<file path="config.mk">
export PLATFORM = sky130hd
export DESIGN_NAME = uart_tx_arbiter
export DESIGN_NICKNAME = d
export VERILOG_FILES = /design/src/rtl/uart_tx_arbiter.sv
export SDC_FILE = /design/constraint.sdc
export NUM_CORES = 1
export LEC_CHECK = 0
export CORE_AREA = 3 3 63 48
export DETAILED_ROUTE_END_ITERATION = 12
export DIE_AREA = 0 0 66 51
export GPL_ROUTABILITY_DRIVEN = 1
export HOLD_SLACK_MARGIN = 0.1
export PLACE_DENSITY = 0.82
export SLEW_MARGIN = 40
export SYNTH_ARGS = -nofsm -noshare
export SYNTH_HDL_FRONTEND = slang
export SYNTH_SLANG_ARGS = --single-unit
</file>
<file path="constraint.sdc">
create_clock -name clk -period 2.71 [get_ports clk]
set_input_delay 0.542 -clock clk [delete_from_list [all_inputs] [get_ports clk]]
set_output_delay 0.542 -clock clk [all_outputs]
set_load 0.01 [all_outputs]
</file>
<file path="src/rtl/uart_tx_arbiter.sv">
// uart_tx_arbiter: round-robin arbiter that shares one UART transmitter between NUM_REQ
// byte sources. One byte is accepted from the winner. It is launched with a single-cycle
// tx_valid, and no further launch happens until the transmitter reports tx_done.
//
// Optional feature: define UART_TX_ARB_TIMEOUT_EN to enable a WAIT-state watchdog. The
// watchdog aborts a frame after TIMEOUT_CYCLES and pulses err_timeout. Without the macro,
// err_timeout is tied low.

module uart_tx_arbiter #(
   parameter int unsigned NUM_REQ        = 4,
   parameter int unsigned DATA_W         = 8,
   parameter int unsigned TIMEOUT_CYCLES = 4096
) (
   input  logic                       clk,
   input  logic                       nrst,
   input  logic [NUM_REQ-1:0]         req_valid,
   input  logic [NUM_REQ*DATA_W-1:0]  req_data,
   output logic [NUM_REQ-1:0]         req_ready,
   output logic                       tx_valid,
   output logic [DATA_W-1:0]          tx_data,
   input  logic                       tx_done,
   output logic [$clog2(NUM_REQ)-1:0] grant_id,
   output logic                       arb_busy,
   output logic                       err_timeout
);

   localparam int unsigned    IdW    = $clog2(NUM_REQ);
   localparam logic [IdW-1:0] LastId = IdW'(NUM_REQ - 1);

   // Elaboration-time sanity check on the configuration
   if (NUM_REQ < 2 || NUM_REQ > 8 || TIMEOUT_CYCLES < 1) begin : gen_param_err
      $error("uart_tx_arbiter: unsupported NUM_REQ or TIMEOUT_CYCLES");
   end

   typedef enum logic [1:0] {
      StIdle,
      StIssue,
      StWait
   } state_e;

   state_e             state_q, state_d;
   logic [IdW-1:0]     last_grant_q, last_grant_d;
   logic [IdW-1:0]     grant_id_q, grant_id_d;
   logic [DATA_W-1:0]  tx_data_q, tx_data_d;
   logic               tx_valid_q, tx_valid_d;
   logic               arb_busy_q, arb_busy_d;

   logic [IdW-1:0]     winner;
   logic [IdW-1:0]     scan_idx;
   logic               any_valid;
   logic               expire;
   logic [DATA_W-1:0]  req_bytes [NUM_REQ];

   // Unpack the flat request bus into one byte per requester
   for (genvar g = 0; g < NUM_REQ; g++) begin : gen_bytes
      assign req_bytes[g] = req_data[g*DATA_W +: DATA_W];
   end

   // Round-robin search starting just above the last grant, wrapping around
   always_comb begin
      winner    = '0;
      any_valid = 1'b0;
      scan_idx  = '0;
      for (int unsigned k = 1; k <= NUM_REQ; k++) begin
         scan_idx = IdW'((32'(last_grant_q) + k) % NUM_REQ);
         if (!any_valid && req_valid[scan_idx]) begin
            winner    = scan_idx;
            any_valid = 1'b1;
         end
      end
   end

   // One-hot accept strobe, only while idle and never while held in reset
   always_comb begin
      req_ready = '0;
      if (nrst && (state_q == StIdle) && any_valid) begin
         req_ready[winner] = 1'b1;
      end
   end

   // Next-state and registered-output logic
   always_comb begin
      state_d      = state_q;
      last_grant_d = last_grant_q;
      grant_id_d   = grant_id_q;
      tx_data_d    = tx_data_q;
      tx_valid_d   = 1'b0;
      unique case (state_q)
         StIdle: begin
            if (any_valid) begin
               state_d      = StIssue;
               tx_data_d    = req_bytes[winner];
               grant_id_d   = winner;
               last_grant_d = winner;
               tx_valid_d   = 1'b1;
            end
         end
         StIssue: begin
            // tx_done here belongs to no frame of ours and is ignored
            state_d = StWait;
         end
         StWait: begin
            if (tx_done || expire) begin
               state_d = StIdle;
            end
         end
         default: state_d = StIdle;
      endcase
      arb_busy_d = (state_d != StIdle);
   end

   // State and output registers
   always_ff @(posedge clk or negedge nrst) begin
      if (!nrst) begin
         state_q      <= StIdle;
         last_grant_q <= LastId;
         grant_id_q   <= '0;
         tx_data_q    <= '0;
         tx_valid_q   <= 1'b0;
         arb_busy_q   <= 1'b0;
      end else begin
         state_q      <= state_d;
         last_grant_q <= last_grant_d;
         grant_id_q   <= grant_id_d;
         tx_data_q    <= tx_data_d;
         tx_valid_q   <= tx_valid_d;
         arb_busy_q   <= arb_busy_d;
      end
   end

`ifdef UART_TX_ARB_TIMEOUT_EN
   localparam int unsigned CntW = $clog2(TIMEOUT_CYCLES + 1);

   logic [CntW-1:0] wd_cnt_q, wd_cnt_d;
   logic            err_q, err_d;

   // Watchdog count: zero on the first WAIT cycle, +1 for every further WAIT cycle
   always_comb begin
      wd_cnt_d = wd_cnt_q;
      if (state_q == StIssue) begin
         wd_cnt_d = '0;
      end else if (state_q == StWait) begin
         wd_cnt_d = wd_cnt_q + CntW'(1);
      end
   end

   // The last allowed WAIT cycle is the one whose increment would reach TIMEOUT_CYCLES
   assign expire = (state_q == StWait) && (wd_cnt_q == CntW'(TIMEOUT_CYCLES - 1));
   // A tx_done on the expiry edge completes the frame normally
   assign err_d  = expire && !tx_done;

   // Watchdog counter and error pulse registers
   always_ff @(posedge clk or negedge nrst) begin
      if (!nrst) begin
         wd_cnt_q <= '0;
         err_q    <= 1'b0;
      end else begin
         wd_cnt_q <= wd_cnt_d;
         err_q    <= err_d;
      end
   end

   assign err_timeout = err_q;
`else
   assign expire      = 1'b0;
   assign err_timeout = 1'b0;
`endif

   assign tx_valid = tx_valid_q;
   assign tx_data  = tx_data_q;
   assign grant_id = grant_id_q;
   assign arb_busy = arb_busy_q;

endmodule

</file>
==> flow_metrics.py, run 1 <==
metrics = {
    "power": {
        "intPower_mw": 0.939,
        "power.density_nw_per_um2": 921,
        "power_switching_mw": 0.542,
        "clkPwrFrac": 0.108,
        "combPwrFrac": 0.591,
        "seq_power_share": 0.301,
        "switching_share": 0.366,
        "p_leak_nw": 0.732,
        "ir_drop_mv": 0.514,
    },
    "yosys": {
        "ys.flop_type": "dfrtp_1",
        "synth-seq-cells": 16,
        "seq_area_frac_synth": 0.416,
        "synth_mux_area_frac": 0.187,
        "synth.distinct_cells": 28,
        "synth_edf_count": 0,
        "yosys_warnings": 0,
        "synthSimpleGateAreaFrac": 0.121,
        "async_flop_share": 1.00,
        "synth_top_area_frac": 0.362,
        "synth_area_sq_um": 968,
        "synth_cells": 88,
        "yosysMostFrequentCell": "mux2i_1",
        "synth_compound_area_frac": 0.191,
        "synth_top_area_cell": "dfrtp_1",
        "yosys-top-cells-area": "dfrtp_1 36%, mux2i_1 18%, o221ai_2 7.8%",
        "synthesis.nets": 127,
        "synth_xor_area_frac": 0,
        "avgSynthCellArea_sq_um": 11.0,
        "synthAdderAreaFrac": 0,
        "synth_top_family_by_area": "compound AO/OA/AOI/OAI gates",
        "yosys-top-cells-count": "17 x mux2i_1, 14 x dfrtp_1, 8 x nand2_1, 8 x nor2_1, 5 x o221ai_2",
    },
    "clock_tree": {
        "worstSkewPairLatency_ps": 290,
        "cts_sinks": 16,
        "cts_tree": "yes",
        "cts_max_path_buffers": 2,
        "cts_buffers": 3,
        "htreeDepth": 1,
        "root_buffer": "clkbuf_4",
        "cts_setup_buffers": 0,
        "cts.clk_slew.worst_paths_ps": 90,
    },
    "placement": {
        "dp_hpwl_um": 2100,
        "numPortBuffers": 54,
        "gp_congestion": 0.725,
        "place_ws_ps": -153,
    },
    "finish": {
        "fill_cells": 188,
        "antennaDiodeCount": 0,
        "final_layout_size_suffix_gt1_frac": 0.193,
        "final_util": 0.664,
        "area_growth_pct": 66.0,
        "final_nets": 190,
    },
    "critical_path": {
        "arrival_ps": 2030,
        "critical_path.max_fanout": 4,
        "worstSetupEndpointType": "primary output",
        "r2r_start": "last_grant_q[1]$_DFFE_PN1P_",
        "cp.required_ps": 2170,
        "crit_type": "in -> out",
        "crit_path_start_kind": "input port",
        "cp-startpoint": "req_valid[0]",
    },
    "detailed_routing": {
        "ant_nets": 0,
        "vias_per_cell": 4.92,
        "drc": 0,
        "dr.pass1.iters": 4,
        "via_count": 906,
        "routed_wirelength_um": 2530,
        "routedWlPerCell_um": 13.7,
        "drtIter0Drc": 17,
    },
    "timing": {
        "worst_slack_ps": 136,
        "hold_viol_final": 0,
        "fin_skew_ps": 2.33,
        "finalSetupViolCount": 0,
        "period_needed_ps": 2570,
        "clock.fmax_ghz": 0.389,
        "min_period_over_period": 0.950,
        "slew_viol_final": 0,
        "rsz0062_at_grt": "no",
    },
    "status": {
        "status": "complete, no violations",
    },
    "global_routing": {
        "antenna_found_initial": 0,
        "grt_max_degree": 14,
        "grt_first_pass_wirelength_um": 4440,
        "grt_pass1_vias": 971,
        "grt_use_total": 0.169,
        "grt-ovfl-total": 0,
    },
    "floorplan": {
        "die_y_um": 51,
        "die_x_um": 66,
        "row_count": 15,
        "io_pins": 56,
        "coreArea_sq_um": 2420,
        "start_util": 0.400,
        "die-area_sq_um": 3370,
    },
    "min_path": {
        "hold_start": "grant_id[0]$_DFFE_PN0P_",
        "hp-class": "reg -> reg",
    },
    "job": {
        "cap_violations": 0,
    },
}
timing repair:
item                       4_1_cts  5_1_grt
hold buffers                     0        0
resized for setup                7        0
setup endpoints to repair        4        0
state kept, by name, summed over array words and instances (netlist names):
signal	flops
last_grant_q	2
tx_valid	1
arb_busy	1
state_q	2
grant_id	2
tx_data	8
cell usage in the layout, fill, tap and decap left out, drive strengths merged:
cell type / n
mux2: 1
buf: 10
a21o: 3
or3: 1
a21bo: 1
nand2b: 3
a31oi: 1
and2: 1
dfrtp: 14
inv: 3
nand2: 8
nand3b: 2
or2: 1
a21oi: 1
nand3: 1
dfstp: 2
clkbuf: 4
dlygate4sd2: 5
nor2: 8
o21a: 2
conb: 1
o221ai: 8
o21ai: 1
a211o: 1
o22ai: 1
clkdlybuf4s50: 49
mux2i: 17
worst paths after layout:
kind | endpoint | slack [ps] | cells past startpoint
setup / recovery | req_ready[1] | 140 | 7
hold / removal | grant_id[0]$_DFFE_PN0P_ | 500 | 1
setup reg to reg | tx_data[6]$_DFFE_PN0P_ | 670 | 5
hold reg to reg | grant_id[0]$_DFFE_PN0P_ | 500 | 1
max in group asynchronous | last_grant_q[0]$_DFFE_PN1P_ | 1850 | 2
min in group asynchronous | tx_data[0]$_DFFE_PN0P_ | 630 | 2
routing by layer:
layer	GRT usage	routed length (um)	part of all wire	vias to the layer above
li1	-	-	-	439
met1	0.205	1050	0.41	421
met2	0.290	1250	0.49	44
met3	0.0637	224	0.089	2
met4	0.0304	8	0.0032	0
met5	0	0	0	-
stage by stage:
| stage | instance area, sq um | hold WS [ps] | total power [mW] | TNS, ps | instances |
|---|---|---|---|---|---|
| floorplan | 968 | 246 | 0.992 | 0 | 88 |
| global placement | 1570 | 474 | 1.32 | -361 | 180 |
| detailed placement | 1570 | 480 | 1.34 | -580 | 180 |
| CTS | 1610 | 505 | 1.50 | 0 | 184 |
| global route | 1610 | 522 | 1.59 | 0 | 184 |
| finish | 1610 | 501 | 1.48 | 0 | 184 |
worst max-delay path, stage by stage:
cell	delay, ps
clkdlybuf4s50_1	530
nor2_1	70
a211o_1	300
inv_1	110
nand3b_1	100
nor2_1	90
dlygate4sd2_1	280
cells by family (layout without fill, tap and decap cells):
group                  Yosys count  in the layout
multiplexers                    18             18
buffers and inverters            9             71
AND/OR/NAND/NOR                 25             25
flip-flops                      16             16
AO/OA/AOI/OAI                   19             19
other                            1              1
area by class of cell:
cell class                 count  area (sq um)  share of cell area
clock buffer                   4          36.3              0.0226
tap                           34          42.5              0.0265
timing repair buffer          64           609               0.379
multi-input combinational     63           505               0.314
sequential                    16           403               0.251
inverter                       3          11.3             0.00700
power by group through the flow:
| stage | combinational [mW] | sequential, mW | clock (mW) |
|---|---|---|---|
| 4_1_cts | 0.888 | 0.447 | 0.164 |
| 3_3_place_gp | 0.867 | 0.450 | 0 |
| 2_1_floorplan | 0.519 | 0.473 | 0 |
| 6_report | 0.876 | 0.446 | 0.159 |
| 3_5_place_dp | 0.892 | 0.450 | 0 |
| 5_1_grt | 0.956 | 0.463 | 0.173 |
No activity file was read; power rests on OpenSTA's default activity.
==> run 2: changes to the inputs <==
==> constraint.sdc (replaced) <==
create_clock -name clk -period 2.71 [get_ports clk]
set_input_delay 0.4065 -clock clk [delete_from_list [all_inputs] [get_ports clk]]
set_output_delay 0.4065 -clock clk [all_outputs]
set_load 0.01 [all_outputs]
==> run 2 against run 1 <==
Final cell count decreased by 1.6%. First-iteration DRC count rose by 12%. Maximum frequency decreased by 0.83%. Critical path depth unchanged.
==> flow_metrics.py, run 2 (synthesis gave the netlist of run 1 again) <==
metrics = {
    "status": {
        "status": "complete, no violations",
    },
    "detailed_routing": {
        "dr.pass1.iters": 4,
        "routedWlPerCell_um": 14.0,
        "routed_wirelength_um": 2530,
        "ant_nets": 0,
        "drc": 0,
        "drtIter0Drc": 19,
        "vias_per_cell": 4.88,
        "via_count": 883,
    },
    "finish": {
        "final_layout_size_suffix_gt1_frac": 0.170,
        "antennaDiodeCount": 0,
        "area_growth_pct": 63.6,
        "largest_register_ffs": 8,
        "fin_area_sq_um": 1580,
        "final_cell_mix": "54 x clkdlybuf4s50_1, 17 x mux2i_1, 14 x dfrtp_1, 8 x nor2_1, 8 x nand2_1",
        "fin_cells": 181,
        "final_nets": 187,
        "final_common_cell": "clkdlybuf4s50_1",
    },
    "power": {
        "p_leak_nw": 0.692,
        "power.density_nw_per_um2": 937,
        "ir_drop_mv": 0.462,
    },
    "critical_path": {
        "arrival_ps": 2190,
        "crit_type": "in -> out",
        "cpPeakStageDelay_ps": 540,
        "r2r_slack_ps": 840,
        "r2r_start": "last_grant_q[1]$_DFFE_PN1P_",
        "crit_path_start_kind": "input port",
        "cp.required_ps": 2300,
        "worstSetupEndpointType": "primary output",
        "crit_path_top_delay_cell": "clkdlybuf4s50_1",
        "r2r-end": "tx_data[4]$_DFFE_PN0P_",
        "path_cells": "clkdlybuf4s50_1, nor2_1, a211o_1, inv_1, nand3_1, nor2_1, clkdlybuf4s50_1",
        "critical_path.max_fanout": 4,
        "r2r_cells": 5,
    },
    "global_routing": {
        "grt-ovfl-total": 0,
        "grt_first_pass_wirelength_um": 4080,
        "grt_max_degree": 14,
        "grt_use_total": 0.164,
        "antenna_found_initial": 0,
        "grt_pass1_vias": 873,
    },
    "clock_tree": {
        "cts_sinks": 16,
        "cts_buffers": 3,
        "root_buffer": "clkbuf_4",
        "htreeDepth": 1,
        "cts.clk_slew.worst_paths_ps": 90,
        "cts_tree": "yes",
        "worstSkewPairLatency_ps": 280,
        "cts_max_path_buffers": 2,
    },
    "floorplan": {
        "io_pins": 56,
        "coreArea_sq_um": 2420,
        "row_count": 15,
        "die_x_um": 66,
        "die_y_um": 51,
        "start_util": 0.400,
        "die-area_sq_um": 3370,
    },
    "min_path": {
        "hp-class": "in -> async",
    },
    "timing": {
        "fin_skew_ps": 2.15,
        "worst_slack_ps": 115,
        "finalSetupTns_ps": 0,
        "finalSetupViolCount": 0,
        "rsz0062_at_grt": "no",
        "slew_viol_final": 0,
        "min_period_over_period": 0.958,
        "clock.fmax_ghz": 0.385,
        "period_needed_ps": 2600,
        "hold_viol_final": 0,
    },
    "job": {
        "cap_violations": 0,
    },
    "placement": {
        "dp_hpwl_um": 2090,
        "placed_cells": 176,
        "dpl-instance-area_sq_um": 1540,
        "gp_congestion": 0.726,
        "place_ws_ps": 67.2,
        "numPortBuffers": 54,
    },
}
## run 2: changes by cell type in the layout (fill, tap and decap cells not counted), sizes merged
cell,delta
buf,-3
dlygate4sd2,-5
clkdlybuf4s50,+5
## run 2: timing repair
| item | 4_1_cts | 5_1_grt |
|---|---|---|
| setup endpoints to repair | 0 | 4 |
| setup buffers | 0 | 1 |
| gates resized for setup | 0 | 1 |
| hold buffers | 0 | 0 |
## run 2: per-layer routing
layer,up-vias,global-route usage,share of wire
li1,433,-,-
met1,411,0.187,0.39
met2,35,0.285,0.50
met3,4,0.0681,0.097
met4,0,0.0405,0.0067
met5,-,0,0
## run 2: how the worst max path moves through the flow
stage                                startpoint           end  slack (ps)
floorplan           last_grant_q[1]$_DFFE_PN1P_  req_ready[2]         840
global placement                   req_valid[3]  req_ready[1]         120
detailed placement                 req_valid[3]  req_ready[3]          70
CTS                                req_valid[3]  req_ready[3]          70
global route                       req_valid[3]  req_ready[3]           9
finish                             req_valid[3]  req_ready[3]         110
## run 2: power breakdown
group | switching (mW) | internal (mW)
combinational | 0.398 | 0.481
clock | 0.0713 | 0.0818
sequential | 0.0792 | 0.372
total | 0.549 | 0.935
## run 2: cell type report
cell class | count | area, sq um
fillers | 192 | 837
inverters | 3 | 11.3
multi-input cells | 63 | 498
repair buffers | 61 | 593
well taps | 34 | 42.5
clock buffers | 4 | 36.3
flip-flops and latches | 16 | 403
## run 2: metrics by stage
stage	util	total power, mW	hold slack (ps)
after CTS	0.650	1.48	500
after global placement	0.635	1.29	474
after detailed placement	0.635	1.33	488
after floorplan	-	0.992	111
after global routing	0.654	1.59	498
final	0.654	1.48	497
## run 2: critical path: cells and delay by family
family	cells	cell delay, ps
compound gates	1	290
buf+inv	3	1180
simple gates	3	310
==> run 3: changes to the inputs <==
--- a/config.mk
+++ b/config.mk
@@ -9,7 +9,7 @@
 export DETAILED_ROUTE_END_ITERATION = 12
 export DIE_AREA = 0 0 66 51
 export GPL_ROUTABILITY_DRIVEN = 1
-export HOLD_SLACK_MARGIN = 0.1
+export HOLD_SLACK_MARGIN = 0.15
 export PLACE_DENSITY = 0.82
 export SLEW_MARGIN = 40
 export SYNTH_ARGS = -nofsm -noshare
==> results of run 3 <==
The final DEF is identical to that of run 2; final timing and power are the same.
